<file path="src/rtl/exc_pkg.sv">
// Shared types and cause codes for the LEGv8 exception sequencer.
// Imported by the controller top and its bench.
package exc_pkg;

    typedef enum logic [1:0] {
        RUN,
        TAKE,
        HANDLER,
        RETURN
    } exc_state_t;

    localparam logic [3:0] ES_NONE     = 4'h0;
    localparam logic [3:0] ES_INVOP    = 4'h2;
    localparam logic [3:0] ES_ERET     = 4'h3;
    localparam logic [3:0] ES_IRQ_BASE = 4'h8;

    function automatic logic [3:0] irq_code(input logic [2:0] id);
        return ES_IRQ_BASE | {1'b0, id};
    endfunction

endpackage

</file>
<file path="src/rtl/exc_controller_irq_prio_enc.sv">
// Fixed-priority encoder for enabled interrupt lines.
// Lowest-numbered active request wins.
module irq_prio_enc #(
    parameter int NIRQ = 4
) (
    input  logic [NIRQ-1:0] req_i,
    output logic            valid_o,
    output logic [2:0]      id_o
);

    always_comb begin
        valid_o = 1'b0;
        id_o    = 3'd0;
        for (int i = NIRQ - 1; i >= 0; i--) begin
            if (req_i[i]) begin
                valid_o = 1'b1;
                id_o    = 3'(i);
            end
        end
    end

endmodule

</file>
<file path="src/rtl/exc_controller.sv">
// Exception/interrupt sequencer driving Exc/ERet/EStatus
// of the single-cycle LEGv8 datapath.
module exc_controller
    import exc_pkg::*;
#(
    parameter int NIRQ = 4
) (
    input  logic            clk,
    input  logic            reset,
    input  logic [NIRQ-1:0] irq,
    input  logic            invalid_op,
    input  logic            eret_instr,
    input  logic            mask_we,
    input  logic [NIRQ-1:0] mask_wdata,
    input  logic            ExcAck,
    output logic            Exc,
    output logic            ERet,
    output logic [3:0]      EStatus,
    output logic [NIRQ-1:0] irq_mask,
    output logic            in_handler,
    output logic            double_fault,
    output logic [7:0]      exc_count
);

    exc_state_t      state_q, state_d;
    logic [3:0]      es_q, es_d;
    logic [NIRQ-1:0] mask_q;
    logic [7:0]      cnt_q, cnt_d;
    logic            df_q, df_d;
    logic            irq_vld;
    logic [2:0]      irq_id;

    irq_prio_enc #(
        .NIRQ(NIRQ)
    ) u_prio (
        .req_i  (irq & mask_q),
        .valid_o(irq_vld),
        .id_o   (irq_id)
    );

    always_comb begin
        state_d = state_q;
        es_d    = es_q;
        cnt_d   = cnt_q;
        df_d    = df_q | (invalid_op && (state_q != RUN));
        unique case (state_q)
            RUN: begin
                if (invalid_op) begin
                    state_d = TAKE;
                    es_d    = ES_INVOP;
                end else if (eret_instr) begin
                    state_d = TAKE;
                    es_d    = ES_ERET;
                end else if (irq_vld) begin
                    state_d = TAKE;
                    es_d    = irq_code(irq_id);
                end
            end
            TAKE: begin
                if (ExcAck) begin
                    state_d = HANDLER;
                    if (cnt_q != 8'hFF) cnt_d = cnt_q + 8'd1;
                end
            end
            HANDLER: begin
                // A faulting instruction is not an ERET; it only flags the fault.
                if (eret_instr && !invalid_op) state_d = RETURN;
            end
            RETURN: begin
                state_d = RUN;
                es_d    = ES_NONE;
            end
        endcase
    end

    always_ff @(posedge clk) begin
        if (reset) begin
            state_q <= RUN;
            es_q    <= ES_NONE;
            mask_q  <= '0;
            cnt_q   <= 8'd0;
            df_q    <= 1'b0;
        end else begin
            state_q <= state_d;
            es_q    <= es_d;
            cnt_q   <= cnt_d;
            df_q    <= df_d;
            if (mask_we) mask_q <= mask_wdata;
        end
    end

    assign Exc          = (state_q == TAKE);
    assign ERet         = (state_q == RETURN);
    assign EStatus      = es_q;
    assign irq_mask     = mask_q;
    assign in_handler   = (state_q != RUN);
    assign double_fault = df_q;
    assign exc_count    = cnt_q;

endmodule
</file>
<file path="config.mk">
export PLATFORM = sky130hd
export DESIGN_NAME = exc_controller
export DESIGN_NICKNAME = d
export VERILOG_FILES = /design/src/rtl/exc_pkg.sv /design/src/rtl/exc_controller_irq_prio_enc.sv /design/src/rtl/exc_controller.sv
export SDC_FILE = /design/constraint.sdc
export NUM_CORES = 1
export LEC_CHECK = 0
export BUFFER_PORTS_ARGS = -buffer_cell sky130_fd_sc_hd__clkbuf_2
export CAP_MARGIN = 5
export CORE_UTILIZATION = 43
export CTS_CLUSTER_DIAMETER = 150
export DETAILED_ROUTE_END_ITERATION = 10
export PLACE_DENSITY = 0.73
export SLEW_MARGIN = 5
export SYNTH_ARGS = -nofsm -noshare
export SYNTH_HDL_FRONTEND = slang
export SYNTH_SLANG_ARGS = --single-unit
</file>
<file path="constraint.sdc">
create_clock -name clk -period 1.6 [get_ports clk]
set_input_delay 0.32 -clock clk [delete_from_list [all_inputs] [get_ports clk]]
set_output_delay 0.32 -clock clk [all_outputs]
set_load 0.01 [all_outputs]
</file>
==> results of run 1 <==
## final timing paths
kind / endpoint / slack (ns)
min: irq_mask[2] / 0.25
max: in_handler / 0.07
min reg2reg: EStatus[0] / 0.49
max reg2reg: exc_count[7] / 0.12
## logic make-up (layout without fill, tap and decap cells)
group | after synthesis | in the layout
and+or+nand+nor | 36 | 36
DFF | 18 | 18
adders and majority gates | 5 | 5
xor gates and xnor gates | 3 | 3
muxes | 6 | 6
other | 1 | 1
buffers and inverters | 8 | 47
AOI/OAI and AO/OA | 25 | 25
## flip-flops by register name (all words and copies together), names as in the netlist
signal        cells
state_q           2
EStatus           3
irq_mask          4
exc_count         8
double_fault      1
## cell type report
cell class / count / area [µm²]
sequential: 18 / 365.4
timing repair buffer: 39 / 212.7
clock buffer: 4 / 36.28
fill: 182 / 785.8
multi-input combinational: 76 / 553.0
tap: 27 / 33.78
inverter: 4 / 15.01
## power groups by stage
stage | Clock, mW | Sequential, mW | Combinational [mW]
global placement | 0 | 0.564 | 0.508
CTS | 0.300 | 0.557 | 0.524
detailed placement | 0 | 0.566 | 0.521
global route | 0.321 | 0.584 | 0.608
finish | 0.296 | 0.571 | 0.547
floorplan | 0 | 0.588 | 0.311
## layout by cell type (no fill, tap or decap), types with 2 or more instances in the layout
master and instances:
clkbuf_2 32, dfxtp_1 16, nor2_1 15, a21oi_1 7
buf_4 7, mux2i_1 6, inv_1 4, nor3_1 3
nand2_1 3, nand4_1 3, xor2_1 3, ha_1 3
clkbuf_4 3, a22oi_1 2, nand2b_1 2, nand3_2 2
and3_1 2, a211oi_1 2, o21ai_0 2, or3_1 2
## metrics by stage
stage            util  worst slack, ns  total power, mW  hold WS [ns]
2_1_floorplan       -          0.04080           0.8993        0.4607
3_3_place_gp   0.5794           0.1690            1.072        0.4490
3_5_place_dp   0.5794           0.1307            1.087        0.4632
4_1_cts        0.5981          0.01229            1.381        0.2505
5_1_grt        0.6075         0.009254            1.513        0.2742
6_report       0.6075          0.07461            1.415        0.2511
## worst register-to-register path, delay by kind of cell (launching register included)
family | cells | cell delay, ns
AO/OA/AOI/OAI | 2 | 0.26
adder cells (fa/ha/maj) | 1 | 0.22
flip-flops | 1 | 0.33
AND/OR/NAND/NOR | 2 | 0.62
## layer usage
layer,vias up,part of all wire
li1,452,-
met1,435,0.51
met2,14,0.45
met3,5,0.020
met4,0,0.020
met5,-,0
==> summary.txt, run 1 <==
Drt
  • First-pass iteration count of the detailed router: 4
  • Routed via count: 906
  • Via/cell ratio: 5.393
  • Residual DRC: 0
  • Wire per inst: 12.69 µm
  • Detail Route Antenna Nets: 0
  • 1st-iter DRT viols: 16
  • Final WL: 2132 µm

Yosys
  • Largest family of logic cells by synthesized area: simple AND/OR/NAND/NOR gates
  • Register area share after synthesis: 0.3835
  • Mux cell area share after synthesis: 0.06391
  • FFs w/ async S/R, synth: 0
  • Syn nets: 121
  • Most frequent cell after synthesis: dfxtp_1
  • Yosys warns: 0
  • Post-synth EDFFs: 0
  • Mapped Cells: 102
  • Syn Std Cell Area: 939.7 µm²
  • Synth Area in Compound Gates: 0.2024
  • Simple logic cell fraction of the synthesized area: 0.2077
  • Area contributors post-synth: dfxtp_1 38%, ha_1 6.7%, mux2i_1 6.4%
  • Top FF cell, synth: dfxtp_1
  • Post-synthesis share of cell area spent on xor and xnor gates: 0.02796
  • Yosys top cell by area: dfxtp_1
  • Mapped Avg Cell Area: 9.212 µm²
  • Post-Synth Adder-Cell Area: 0.06658
  • Synth top area share: 0.3835
  • Distinct cell type count of the synthesized netlist: 37
  • #FFs+latches synth: 18
  • Synth cell count leaders: 18 x dfxtp_1, 15 x nor2_1, 7 x a21oi_1

Setup path
  • CP Buf/Inv Count: 3
  • Req. time, crit path: 1.28 ns
  • Critical R2R Launch: exc_count[0]
  • CP Class: reg -> out
  • Slowest Stage Delay on Critical Path: 0.35 ns
  • Crit-path cells: inv_1, ha_2, inv_1, clkbuf_2
  • Critical path depth in cells: 4
  • CP Launch Point: state_q[1]
  • Slowest stage cell, crit path: dfxtp_2
  • Critical Path AT: 1.21 ns
  • CP Capture Type: primary output
  • FF-to-FF path depth: 5
  • Startpoint types: flop
  • CP top delay family: flip-flops
  • CP dominant cell by count: inv_1
  • Largest fanout on the critical path: 4

STA
  • Clk_skew: 0.003530 ns
  • RSZ-0062 raised after global routing: false
  • Final setup TNS: 0 ns
  • Final Max Slew Viols: 0
  • Final setup vio count: 0
  • Tcrit/Tclk final: 0.9534
  • Minimum clock period: 1.525 ns
  • Max Clk Rate: 0.6556 GHz
  • Hold Violations, Final: 0

CTS
  • Setup Buffers After CTS: 0
  • Clk buf depth: 2
  • Hold Buf Count CTS: 0
  • Worst skew pair latency: 0.30 ns
  • CTS tree: yes
  • Post-CTS sizing: 1
  • Clk sinks: 18
  • CTS Buf Count: 3
  • Root buffer cell: clkbuf_4
  • H-tree depth: 1
  • Clock-pin slew on the worst setup and hold paths: 0.11 ns

Floorplanning
  • Initial Util: 0.4694
  • DIE WIDTH: 48.75 µm
  • Die ar.: 2376 µm²
  • Ports: 34
  • Core area: 2002 µm²
  • Die Y: 48.75 µm
  • Rows: 16

Power and ir drop
  • P_sw: 501.9 µW
  • Net Sw Frac: 0.3548
  • Share of power burned in combinational logic: 0.387
  • Leak Pwr: 0.5673 nW
  • Internal: 912.9 µW
  • Worst vdd ir: 0.0006920 V
  • Power Dens Cells: 1163 nW/µm²
  • Flop pwr share: 0.404
  • Clock power share: 0.210

GRT
  • GRT busiest layer: met1
  • Met2 Track Usage GR: 0.2778
  • Routing usage on met3: 0.03145
  • First-pass GRT wire length: 3594 µm
  • Number of global-route vias before repair: 827
  • Met1 usage: 0.2793
  • GRT Total Usage: 0.1930
  • Largest net degree at the start of global routing: 11
  • Antenna violations before repair: 0
  • Grt total ovfl: 0

Placed design
  • Placer Congestion: 0.7978
  • Dpl cell area: 1160 µm²
  • DP Wirelength: 1570 µm
  • Placed Cells: 164
  • Port Buf Inserts: 32

Hold path
  • HP Class: in -> reg
  • Worst Hold Depth: 3
  • Min-delay src: mask_wdata[2]

Cells and area
  • Finished Cell Area: 1216 µm²
  • Nets: 161
  • Layout cells sized above 1: 0.3688
  • Non-filler cells, final: 168
  • Diodes inserted: 0
  • Area growth syn-to-layout: 29.43%

Job
  • Max Cap Viol: 0

Outcome
  • Status: finished clean
Note: power is estimated with default switching activity, not from simulation.
==> run 2: changes to the inputs <==
--- a/config.mk
+++ b/config.mk
@@ -6,11 +6,12 @@
 export NUM_CORES = 1
 export LEC_CHECK = 0
 export BUFFER_PORTS_ARGS = -buffer_cell sky130_fd_sc_hd__clkbuf_2
-export CAP_MARGIN = 5
-export CORE_UTILIZATION = 43
+export CELL_PAD_IN_SITES_DETAIL_PLACEMENT = 0
+export CELL_PAD_IN_SITES_GLOBAL_PLACEMENT = 1
+export CORE_UTILIZATION = 31
 export CTS_CLUSTER_DIAMETER = 150
 export DETAILED_ROUTE_END_ITERATION = 10
-export PLACE_DENSITY = 0.73
+export PLACE_DENSITY = 0.71
 export SLEW_MARGIN = 5
 export SYNTH_ARGS = -nofsm -noshare
 export SYNTH_HDL_FRONTEND = slang
==> run 2 against run 1 <==
  * Clock power down 1%
  * Register-to-register slack about the same
  * Clock skew down 0.0019 ns
  * Clock-buffer cell count unchanged
  * Design area down 1.2%
  * Die area up 37%
==> summary.txt, run 2 (synthesis gave the netlist of run 1 again) <==
GRT
  • Antenna violations before repair: 0 (unchanged)
  • Number of global-route vias before repair: 839 (+1.5%)
  • First-pass GRT wire length: 3732 µm (+3.8%)
  • Grt total ovfl: 0 (unchanged)
  • GRT Total Usage: 0.1488 (-0.04419)
  • Largest net degree at the start of global routing: 12 (+1)

Setup path
  • Slowest Stage Delay on Critical Path: 0.35 ns (about the same)
  • Startpoint types: flop
  • CP Class: reg -> out
  • Worst R2R Setup Slack: 0.13 ns (about the same)
  • FF-to-FF path depth: 5 (unchanged)
  • Largest fanout on the critical path: 5 (+1)
  • Critical R2R Launch: exc_count[0]
  • Req. time, crit path: 1.28 ns (about the same)
  • CP Capture Type: primary output
  • Crit-path cells: inv_1, ha_2, buf_4, clkbuf_2
  • Slowest stage cell, crit path: dfxtp_2
  • Reg2Reg Capture Point: exc_count[7]
  • Critical Path AT: 1.24 ns (+0.03 ns)

Floorplanning
  • Ports: 34 (unchanged)
  • Die ar.: 3255 µm² (+37%)
  • Rows: 19 (+3)
  • Core area: 2805 µm² (+40%)
  • Die Y: 57.06 µm (+17%)
  • Initial Util: 0.3350 (-0.1344)
  • DIE WIDTH: 57.06 µm (+17%)

Cells and area
  • Diodes inserted: 0 (unchanged)
  • Area growth syn-to-layout: 27.83%
  • Non-filler cells, final: 171 (+1.8%)
  • Layout cells sized above 1: 0.3571 (-0.01165)
  • Max FFs per register: 8 (unchanged)
  • Final Util: 0.4282 (-0.1793)
  • Commonest non-fill, non-tap cell in the layout: clkbuf_2
  • Layout fillers: 293 (+61%)
  • Register Area: 365.4 µm² (unchanged)
  • Most frequent cells in the layout: 32 x clkbuf_2, 16 x dfxtp_1, 15 x nor2_1
  • Area of the multi-input gates: 540.5 µm² (-2.3%)
  • Finished Cell Area: 1201 µm² (-1.2%)
  • Nets: 160 (-0.62%)

Placed design
  • Port Buf Inserts: 32 (unchanged)
  • Placer Congestion: 0.7453 (-6.6%)
  • DP Wirelength: 1708 µm (+8.8%)
  • Setup WS pre-CTS: 0.09505 ns (-0.03565 ns)
  • Dpl cell area: 1157 µm² (-0.22%)
  • Placed Cells: 167 (+1.8%)

Drt
  • 1st-iter DRT viols: 14 (-2)
  • Residual DRC: 0 (unchanged)
  • Final WL: 2240 µm (+5.1%)
  • Detail Route Antenna Nets: 0 (unchanged)
  • Via/cell ratio: 5.304 (-1.6%)
  • First-pass iteration count of the detailed router: 4 (unchanged)
  • Routed via count: 907 (+0.11%)
  • Wire per inst: 13.10 µm (+3.2%)

STA
  • Final setup vio count: 0 (unchanged)
  • Worst setup margin: 0.04088 ns (-0.03373 ns)
  • Hold Violations, Final: 0 (unchanged)
  • Tcrit/Tclk final: 0.9745 (+0.02108)
  • RSZ-0062 raised after global routing: true
  • Minimum clock period: 1.559 ns (+0.03373 ns)
  • Clk_skew: 0.001613 ns (-0.001917 ns)
  • Final Max Slew Viols: 0 (unchanged)
  • Max Clk Rate: 0.6414 GHz (-2.2%)

Power and ir drop
  • Worst vdd ir: 0.0004022 V (-42%)
  • Leak Pwr: 0.5611 nW (-1.1%)
  • Power Dens Cells: 1156 nW/µm² (-0.61%)

CTS
  • Clock-pin slew on the worst setup and hold paths: 0.11 ns (about the same)
  • Post-CTS sizing: 0 (-1)
  • Worst skew pair latency: 0.29 ns (about the same)
  • CTS tree: yes
  • Hold Buf Count CTS: 0 (unchanged)
  • Root buffer cell: clkbuf_4
  • Clk buf depth: 2 (unchanged)
  • H-tree depth: 1 (unchanged)
  • Clk sinks: 18 (unchanged)
  • CTS Buf Count: 3 (unchanged)
  • Setup Buffers After CTS: 0 (unchanged)

Job
  • Max Cap Viol: 0 (unchanged)

Hold path
  • Worst Hold Depth: 3 (unchanged)
  • HP Class: in -> reg
  • Min-delay src: mask_wdata[3]
  • WHS Endpoint: irq_mask[3]

Outcome
  • Status: finished clean
==> run 2: area by class of cell <==
class | count | area share
clock buffers | 4 | 0.03021
inverters | 4 | 0.01250
multi-input cells | 76 | 0.4500
flip-flops and latches | 18 | 0.3042
well taps | 31 | 0.03229
repair buffers | 38 | 0.1708
==> run 2: per-stage QoR <==
step	power [mW]	hold slack, ns	TNS [ns]
final	1.389	0.2554	0
after global routing	1.492	0.2408	-0.02992
after CTS	1.386	0.2453	0
after detailed placement	1.094	0.4699	0
after global placement	1.086	0.4563	0
after floorplan	0.8993	0.4607	0
==> run 2: power breakdown <==
part | internal (mW) | switching [mW]
Combinational | 0.241 | 0.291
Sequential | 0.520 | 0.0455
Clock | 0.139 | 0.153
Total | 0.900 | 0.489
==> run 2: how the worst max path moves through the flow <==
| stage | startpoint | end | slack (ns) | depth (start not counted) |
|---|---|---|---|---|
| 3_5_place_dp | irq[0] | EStatus[1] | 0.1 | 5 |
| 3_3_place_gp | state_q[1] | exc_count[7] | 0.14 | 5 |
| 4_1_cts | state_q[1] | Exc | 0.0003 | 4 |
| 6_report | state_q[1] | Exc | 0.04 | 4 |
| 5_1_grt | state_q[1] | Exc | -0.02 | 4 |
| 2_1_floorplan | exc_count[0] | exc_count[7] | 0.04 | 5 |
==> run 2: worst max-delay path, delay by kind of cell, from the launching register on <==
kind,cells,cell delay [ns]
buf+inv,3,0.38
flops,1,0.35
fa+ha+maj,1,0.22
==> run 2: routing by layer <==
layer  share of wire  wire [µm]  vias up  global-route usage
li1                -          -      453                   -
met5               0          0        -                   0
met2            0.47       1050       11              0.2286
met4           0.012         27        0             0.07317
met3           0.029         66        2             0.02721
met1            0.49       1096      441              0.2011
